**src/rtl/bin2bcd_disp.sv**
```systemverilog
// rtl/bin2bcd_disp.sv - sequential double-dabble binary-to-BCD converter for the 8-digit display.
// Optional macro BCD_SAT_EN: saturate to 9999_9999 with ovf=1 when the value exceeds 8 digits.
module bin2bcd_disp #(
  parameter int BIN_W = 27
) (
  input  logic             clk,
  input  logic             reset_n,
  input  logic             start,
  input  logic [BIN_W-1:0] bin_in,
  output logic             busy,
  output logic             done,
  output logic [31:0]      disp_data,
  output logic             ovf
);

  typedef enum logic [1:0] {IDLE, SHIFT, LOAD} state_t;

  state_t           state, state_d;
  logic [BIN_W-1:0] shreg, shreg_d;
  logic [39:0]      scratch, scratch_d, adj;
  logic [5:0]       cnt, cnt_d;
  logic             busy_d, done_d;
  logic [31:0]      disp_d;
`ifdef BCD_SAT_EN
  logic             ovf_d;
`endif

  // A digit >= 5 plus 3 never exceeds 12, so a 4-bit add without carry is enough.
  always_comb begin
    for (int i = 0; i < 10; i++) begin
      adj[4*i +: 4] = (scratch[4*i +: 4] >= 4'd5) ? scratch[4*i +: 4] + 4'd3 : scratch[4*i +: 4];
    end
  end

  always_comb begin
    state_d   = state;
    shreg_d   = shreg;
    scratch_d = scratch;
    cnt_d     = cnt;
    busy_d    = busy;
    done_d    = 1'b0;
    disp_d    = disp_data;
`ifdef BCD_SAT_EN
    ovf_d     = ovf;
`endif
    case (state)
      IDLE: begin
        if (start) begin
          shreg_d   = bin_in;
          scratch_d = '0;
          cnt_d     = '0;
          busy_d    = 1'b1;
          state_d   = SHIFT;
        end
      end
      SHIFT: begin
        scratch_d = (adj << 1) | {39'd0, shreg[BIN_W-1]};
        shreg_d   = shreg << 1;
        cnt_d     = cnt + 6'd1;
        if (cnt_d == 6'(BIN_W)) state_d = LOAD;
      end
      LOAD: begin
        done_d  = 1'b1;
        busy_d  = 1'b0;
        state_d = IDLE;
`ifdef BCD_SAT_EN
        if (|scratch[39:32]) begin
          disp_d = 32'h9999_9999;
          ovf_d  = 1'b1;
        end else begin
          disp_d = scratch[31:0];
          ovf_d  = 1'b0;
        end
`else
        disp_d = scratch[31:0];
`endif
      end
      default: state_d = IDLE;
    endcase
  end

  always_ff @(posedge clk or negedge reset_n) begin
    if (!reset_n) begin
      state     <= IDLE;
      shreg     <= '0;
      scratch   <= '0;
      cnt       <= '0;
      busy      <= 1'b0;
      done      <= 1'b0;
      disp_data <= '0;
    end else begin
      state     <= state_d;
      shreg     <= shreg_d;
      scratch   <= scratch_d;
      cnt       <= cnt_d;
      busy      <= busy_d;
      done      <= done_d;
      disp_data <= disp_d;
    end
  end

`ifdef BCD_SAT_EN
  always_ff @(posedge clk or negedge reset_n) begin
    if (!reset_n) ovf <= 1'b0;
    else          ovf <= ovf_d;
  end
`else
  assign ovf = 1'b0;
`endif

endmodule
```
**config.mk**
```make
export PLATFORM = sky130hd
export DESIGN_NAME = bin2bcd_disp
export DESIGN_NICKNAME = d
export VERILOG_FILES = /design/src/rtl/bin2bcd_disp.sv
export SDC_FILE = /design/constraint.sdc
export NUM_CORES = 1
export LEC_CHECK = 0
export ABC_CLOCK_PERIOD_IN_PS = 1500
export CAP_MARGIN = 40
export CELL_PAD_IN_SITES_DETAIL_PLACEMENT = 0
export CELL_PAD_IN_SITES_GLOBAL_PLACEMENT = 1
export CORE_MARGIN = 4
export CORE_UTILIZATION = 44
export CTS_CLUSTER_DIAMETER = 200
export DETAILED_ROUTE_END_ITERATION = 8
export DONT_BUFFER_PORTS = 1
export GPL_TIMING_DRIVEN = 0
export PLACE_DENSITY_LB_ADDON = 0.1
export SLEW_MARGIN = 30
export SYNTH_ARGS = -nofsm -noshare
export SYNTH_HDL_FRONTEND = slang
export SYNTH_SLANG_ARGS = --single-unit
```
**constraint.sdc**
```tcl
create_clock -name clk -period 1.5 [get_ports clk]
set_clock_uncertainty 0.1 [all_clocks]
set_input_delay 0.15 -clock clk [delete_from_list [all_inputs] [get_ports clk]]
set_output_delay 0.15 -clock clk [all_outputs]
set_load 0.005 [all_outputs]
```
# Word level (Yosys, flattened, before mapping)

Cells that the tools add are included.

Add/subtract/negate cells: 11
Magnitude comparators: 10
Equal/unequal tests: 5
Muxes and demuxes: 22
Bitwise logic cells: 1
Reductions and logical operators: 6

Operators with widths:

| operator              | number |
|---|---|
| $pmux W40 S2          | 1 |
| $pmux W27 S2          | 1 |
| $ge A4 B3 Y1 const B  | 10 |
| $mux W40              | 1 |
| $or A40 B1 Y40        | 1 |
| $add A4 B2 Y4 const B | 9 |
| $mux W4               | 9 |
| $mux W27              | 1 |
| $pmux W6 S2           | 1 |
| $add A6 B1 Y6 const B | 1 |
| $eq A6 B5 Y1 const B  | 1 |
| $mux W6               | 1 |
| $reduce_and A2 Y1     | 3 |
| $mux W2               | 2 |
| $ne A2 B2 Y1 const B  | 2 |
| $pmux W2 S2           | 1 |
| $reduce_bool A2 Y1    | 2 |
| $add A3 B2 Y3 const B | 1 |
| $mux W3               | 1 |
| $eq A2 B1 Y1 const B  | 1 |
| $eq A2 B2 Y1 const B  | 1 |
| $logic_not A2 Y1      | 1 |
| $mux W1               | 2 |
| $pmux W1 S2           | 1 |

Register bits after elaboration: 109
Bits of input ports: 30
Output and inout bits: 35
Word-level logic and storage cells: 62

# Logic depth before layout (Yosys ltp)

Gate-level depths: netlist of run 1.

Depth after elaboration: 4
Gate-level depth with buffers: 6
Depth with buffers taken out: 6

# Worst setup path before layout of run 1

Ideal clock, no wire load.

Path type: reg-to-reg
Start point: register scratch[4]
End point: register scratch[6]
Library setup time: 0.083 ns
Arrival time: 1.433 ns
Data required time: 1.317 ns
Path slack: -0.116 ns
Cell stages (with the launch flop): 7
Path buffers: 0
Clock period less this slack: 1.616 ns
Cell sequence: dfrtp_1 -> inv_1 -> ha_1 -> nand2b_1 -> a21oi_1 -> mux2_2 -> o21ai_0

Longest elaborated chain between the ends: 4
Elaborated cells between the ends (all ways): 5
Classes of those cells: add/sub: 1; order compare: 1; mux: 2; bitwise: 1

RTL lines:

| element                                       | line | RTL |
|---|---|---|
| start, declared                               | 20   | `logic [39:0] scratch, scratch_d, adj;` |
| start signal, assigned                        | 94   | `scratch <= scratch_d;` |
| $add A4 B2 Y4 or $ge A4 B3 Y1 (tied branches) | 31   | `adj[4*i +: 4] = (scratch[4*i +: 4] >= 4'd5) ? scratch[4*i +: 4] + 4'd3 : scratch[4*i +: 4];` |
| $mux W4 (*)                                   | 31   |  |
| $or A40 B1 Y40 (*)                            | 57   | `scratch_d = (adj << 1) \| {39'd0, shreg[BIN_W-1]};` |
| $pmux W40 S2 (*)                              | 46   | `case (state)` |

Every way passes the cells marked *; elsewhere a longest branch is shown, timed or not.
A chain may end at the register's enable or synchronous reset.

# Final worst setup path of run 1

Start point: register scratch[16]
End point: register scratch[18]

Same word-level chain as after synthesis.

==> results of run 1 <==
[critical path, stage by stage (launching register included)]
cell	delay [ns]
dfrtp_1	0.45
ha_4	0.18
nand2b_4	0.14
a21oi_4	0.15
mux2_4	0.32
o21ai_2	0.10
[power by group through the flow]
stage	combinational [mW]	clock [mW]	sequential, mW
after CTS	5.11	1.63	4.50
after global placement	4.14	0	4.48
after detailed placement	4.26	0	4.51
after global routing	6.94	1.75	4.75
after floorplan	3.44	0	4.31
final	6.29	1.57	4.61
[metrics by stage]
step                      util (%)  cells  hold slack (ns)
final                         59.4    695           -0.629
after CTS                     54.5    677           -0.648
after global routing          59.4    695           -0.659
after floorplan                  -    484           -0.246
after detailed placement      47.2    620           -0.242
after global placement        47.2    620           -0.242
[cell type report]
cell class / count / area, um2 / area share, %
plain buffers: 26 / 268 / 4.38
clock buffers: 12 / 155 / 2.54
clock inverters: 2 / 10.0 / 0.164
inverters: 20 / 80.1 / 1.31
multi-input cells: 336 / 2310 / 37.8
flip-flops and latches: 101 / 2530 / 41.4
well taps: 136 / 170 / 2.79
repair buffers: 62 / 588 / 9.63
[registers in the layout, indices dropped and copies added (netlist names)]
register and count:
busy 1, done 1, scratch 32, state 2, disp_data 32, shreg 27, cnt 6
[cell usage in the layout, fill, tap and decap left out, types with 3 or more instances in the layout]
cell type and count:
clkbuf_8 11, a21oi_4 9, a32o_1 7, o21ai_1 5
buf_6 8, o31ai_2 8, clkbuf_4 3, dfrtp_1 98
inv_2 16, o22ai_1 6, nand2b_4 8, xor2_1 10
nor2_1 32, nand3_1 3, ha_2 6, o32ai_2 3
buf_8 4, buf_4 37, a22o_1 3, o21ai_2 4
dlygate4sd3_1 28, o21ai_0 28, a31oi_1 27, xnor2_1 7
o32ai_1 5, ha_1 3, ha_4 9, mux2i_1 3
dfrtp_2 3, buf_12 3, mux2_4 5, nand2_1 131
[timing repair]
action                                 in CTS  in global routing
endpoints found under the hold margin     129                101
cloned                                      0                  3
resized for setup                          52                 85
buffers inserted                           16                 15
setup endpoints to repair                  76                 97
pin swaps                                   9                 15
[logic make-up after synthesis]
logic type | count (synthesis) | synth area share [%]
multiplexers | 8 | 1.87
AND/OR/NAND/NOR | 179 | 15.2
other | 1 | 0.0810
adder cells (fa/ha/maj) | 18 | 4.87
XOR/XNOR | 18 | 3.41
flip-flops | 101 | 54.6
buffers and inverters | 47 | 4.54
AO/OA/AOI/OAI | 112 | 15.4
[layer usage]
| layer | routed length, um | GRT usage [%] | vias up |
|---|---|---|---|
| met3 | 504 | 4.60 | 16 |
| met2 | 5730 | 31.1 | 70 |
| met5 | 0 | 0 | - |
| li1 | - | - | 1785 |
| met4 | 156 | 6.08 | 0 |
| met1 | 5420 | 26.0 | 1834 |
[worst paths after layout]
path                        startpoint             to  slack, ns  cells after the start
max                        scratch[16]    scratch[18]      -0.01                      5
min                            reset_n  disp_data[16]      -0.63                      0
max reg2reg                scratch[16]    scratch[18]      -0.01                      5
min reg2reg                  shreg[26]     scratch[0]       0.40                      2
max in group asynchronous      reset_n    scratch[20]       1.69                      0
min in group clk                 start         cnt[3]       0.05                      3
==> results.ini, run 1 <==
[outcome]
status=complete, but fails checks
violations=negative hold slack, negative setup slack

[yosys]
yosysSeqAreaShare_pct=54.6
synth_top_area_share_pct=54.6
synth_edf_count=0
synth_common_cells=nand2_1 (132), dfrtp_1 (101), o21ai_0 (35)
async_reset_ff_share_pct=100
netlist_instances=484
synth_warnings=0
yosysMostFrequentCell=nand2_1
syn_nets=532
synthDistinctLibCells=30
ys_seq_elements=101
syn_area_um2=4630
synth_flop_cell=dfrtp_1
synth_top_area_cell=dfrtp_1
avgSynthCellArea_um2=9.56
synth.area.top_cells=dfrtp_1 (55%), nand2_1 (11%), ha_1 (4.9%), o21ai_0 (3.8%), a31oi_1 (3.6%)

[power]
swShare_pct=38.1
combPwrFrac_pct=50.4
finalPower_mw=12.5
peakVddDrop_mv=0.704
p_switching_mw=4.75
p_int_mw=7.72
p_per_area_nw_per_um2=2040
seq_power_share_pct=37.0
p_clk_share_pct=12.6
leakage_nw=2.82

[placed_design]
place_ws_ns=-0.190
io_buffers=0
gp_congestion=0.770
dp_hpwl_um=7410
dpl-instance-area_um2=4850

[sta]
hold_viol=101
fmax_mhz=662
layout_setup_ws_ns=-0.0102
fin_crit_ns=1.51
setup-tns-final_ns=-0.0347
whs_ns=-0.629
fin_crit_sh_pct=101
slew_viol_final=0
rsz0062_at_grt=yes
setup_viol=6

[job]
cap_violations=0

[cts]
clk_latency_ns=0.37
cts_sinks=101
h-tree-depth=3
cts_tree=built
cts_buffers=9
ctsHoldBuffers=28
clockBufferDepth=2
clock-root-buffer=clkbuf_8
path_clk_slew_ns=0.09

[critical_path]
worstSetupPathType=reg -> reg
crit_fanout=3
crit_path_end_kind=flop
cp-start-kind=flop
critical_path_arrival_ns=1.71
cp_data_required_time_ns=1.70

[layout]
fin_area_um2=6110
drive_gt1_share_pct=27.4
antennaDiodeCount=0
syn_to_final_growth_pct=32.0
fillers=907
fin_nets=604

[global_route]
grt_pass1_vias=3722
overflow=0
grt_pass1_wl_um=19200
track_usage_pct=19.4
grt_max_degree=102
grt_antenna_before_repair=0

[floorplanning]
die-area_um2=12200
core_um2=10300
fp.dieW_um=111
initial_utilization_pct=45.0
io_pins=65
die-height_um=111
rows=37

[min_path]
hp-class=in -> async

[routing]
viasPerCell=5.33
first_iter_violations=264
vias=3705
drtAntennaViolNets=0
wl_per_cell_um=17.0
drt_first_pass_iters=4
drt-total-wl_um=11800
drc=0

Note: power is estimated with default switching activity, not from simulation.
==> inputs of run 2 (changes only) <==
--- a/config.mk
+++ b/config.mk
@@ -9,13 +9,14 @@
 export CAP_MARGIN = 40
 export CELL_PAD_IN_SITES_DETAIL_PLACEMENT = 0
 export CELL_PAD_IN_SITES_GLOBAL_PLACEMENT = 1
-export CORE_MARGIN = 4
-export CORE_UTILIZATION = 44
+export CORE_UTILIZATION = 46
+export CTS_BUF_LIST = sky130_fd_sc_hd__clkbuf_8
 export CTS_CLUSTER_DIAMETER = 200
 export DETAILED_ROUTE_END_ITERATION = 8
 export DONT_BUFFER_PORTS = 1
 export GPL_TIMING_DRIVEN = 0
 export PLACE_DENSITY_LB_ADDON = 0.1
+export SETUP_SLACK_MARGIN = 0.2
 export SLEW_MARGIN = 30
 export SYNTH_ARGS = -nofsm -noshare
 export SYNTH_HDL_FRONTEND = slang
==> run 2 against run 1 <==
The run still ends with negative hold slack, negative setup slack left. Non-clock buffer count is 50 higher. Die area shrank 14%. Combinational power up 57%. First-iteration DRC count increased by 4.5%. Clock power up 17%. Core utilization increased by 20 points. Sequential share of layout area down 8.9 points. Sequential power grew 7.8%. Wire length grew 40%. Maximum frequency decreased by 6.2%. Critical path type unchanged. Via count rose by 17%. Global-route usage is 8.4 points higher.
==> results.ini, run 2 (same netlist as run 1, synthesis figures left out) <==
[critical_path]
cp_data_required_time_ns=1.72
cp_top_family=flip-flops
crit_path_end_kind=flop
r2r_slack_ns=-0.11
worstPathCellList=inv_4, ha_4, nand2b_4, a21oi_4, mux2i_1, a22o_1
cp_slowest_stage_delay_ns=0.43
crit_fanout=5
crit_slowest_cell=dfrtp_1
crit_buf_inv=1
worstSetupPathType=reg -> reg
critical_path_arrival_ns=1.83
cp-start-kind=flop

[routing]
drtAntennaViolNets=0
drt_first_pass_iters=5
viasPerCell=5.83
first_iter_violations=276
drt-total-wl_um=16500
drc=0
wl_per_cell_um=22.2
vias=4340

[cts]
ctsHoldBuffers=28
clockBufferDepth=2
cts_sinks=101
cts_buffers=9
cts_tree=built
clk_latency_ns=0.38
path_clk_slew_ns=0.10
clock-root-buffer=clkbuf_8
h-tree-depth=3

[placed_design]
gp_congestion=0.764
io_buffers=0
dp_hpwl_um=7090
dpl-instance-area_um2=5090

[outcome]
status=complete, but fails checks
violations=negative hold slack, negative setup slack

[power]
combPwrFrac_pct=59.3
leakage_nw=3.39
p_per_area_nw_per_um2=2140
p_int_mw=9.92
seq_power_share_pct=29.8
p_switching_mw=6.77
p_clk_share_pct=10.9
swShare_pct=40.6
finalPower_mw=16.7
peakVddDrop_mv=1.12

[floorplanning]
fp.dieW_um=102
die-area_um2=10500
core_um2=9770
io_pins=65
initial_utilization_pct=47.4
rows=36
die-height_um=102

[sta]
fmax_mhz=621
hold_viol=101
fin_crit_ns=1.61
rsz0062_at_grt=yes
slew_viol_final=0
fin_crit_sh_pct=107
setup_viol=24
whs_ns=-0.646
layout_setup_ws_ns=-0.109

[global_route]
grt_pass1_vias=3878
grt_pass1_wl_um=21500
use_met1_pct=38.9
track_usage_pct=27.8
overflow=0
grt_use_met3_pct=4.51
busiest_layer=met2
grt_max_degree=102
met2_usage_pct=44.1
grt_antenna_before_repair=0

[layout]
fin_nets=654
final_cell_mix=dfrtp_1 (96), nand2_1 (93), buf_4 (43)
syn_to_final_growth_pct=68.2
drive_gt1_share_pct=50.4
final_common_cell=dfrtp_1
antennaDiodeCount=0
biggestRegsByFlops=disp_data (32), scratch (32), shreg (27)
fillers=542
fin_area_um2=7780

[min_path]
hp-class=in -> async

[job]
cap_violations=0

run 2: changes by cell type in the layout (fill, tap and decap cells not counted), sizes merged:
cell / change
buf: +50
bufinv: +1
clkbuf: -2
clkinv: +2
clkinvlp: +1
run 2: worst paths after layout:
check                              startpoint            end  cells after the start
worst max-delay path              scratch[25]    scratch[26]                      6
worst min register to register  disp_data[26]  disp_data[26]                      2
min in group clk                        start     scratch[2]                      2
worst min-delay path                  reset_n  disp_data[17]                      0
max in group asynchronous             reset_n         cnt[1]                      0
worst max register to register    scratch[25]    scratch[26]                      6
run 2: cell type report:
cell class                      instances  area [um2]  area share, %
Clock inverter                          6        63.8          0.820
Timing Repair Buffer                  111        1300           16.7
Tap cell                              133         166           2.14
Buffer                                 27         427           5.48
Multi-Input combinational cell        336        3060           39.3
Clock buffer                           10         138           1.77
Inverter                               20        95.1           1.22
Sequential cell                       101        2530           32.6
run 2: routing by layer:
layer / routed length, um / vias to the layer above
met5: 0 / -
met4: 522 / 0
met3: 822 / 45
met2: 8500 / 185
met1: 6700 / 2216
li1: - / 1894
run 2: per-stage QoR:
step / setup WS, ns / hold slack, ns / util (%) / TNS, ns / cells
after floorplan: 0.0823 / -0.246 / - / 0 / 484
after global placement: -0.210 / -0.243 / 52.1 / -7.58 / 617
after global routing: -0.149 / -0.665 / 79.6 / -2.67 / 744
after CTS: -0.0106 / -0.652 / 70.4 / -0.0196 / 716
final: -0.109 / -0.646 / 79.6 / -0.689 / 744
after detailed placement: -0.217 / -0.243 / 52.1 / -7.30 / 617
run 2: power by group through the flow:
stage	sequential, mW	combinational, mW	clock (mW)
3_5_place_dp	4.60	4.92	0
2_1_floorplan	4.40	4.06	0
5_1_grt	5.07	10.4	1.94
4_1_cts	4.73	7.53	1.83
3_3_place_gp	4.57	4.78	0
6_report	4.97	9.89	1.83
run 2: what timing repair did:
action,in CTS,in global routing
pin swaps,45,83
hold endpoints to repair,129,101
endpoints found under the setup margin,100,98
buffers inserted,44,22
gates cloned,11,6
resized for setup,198,126
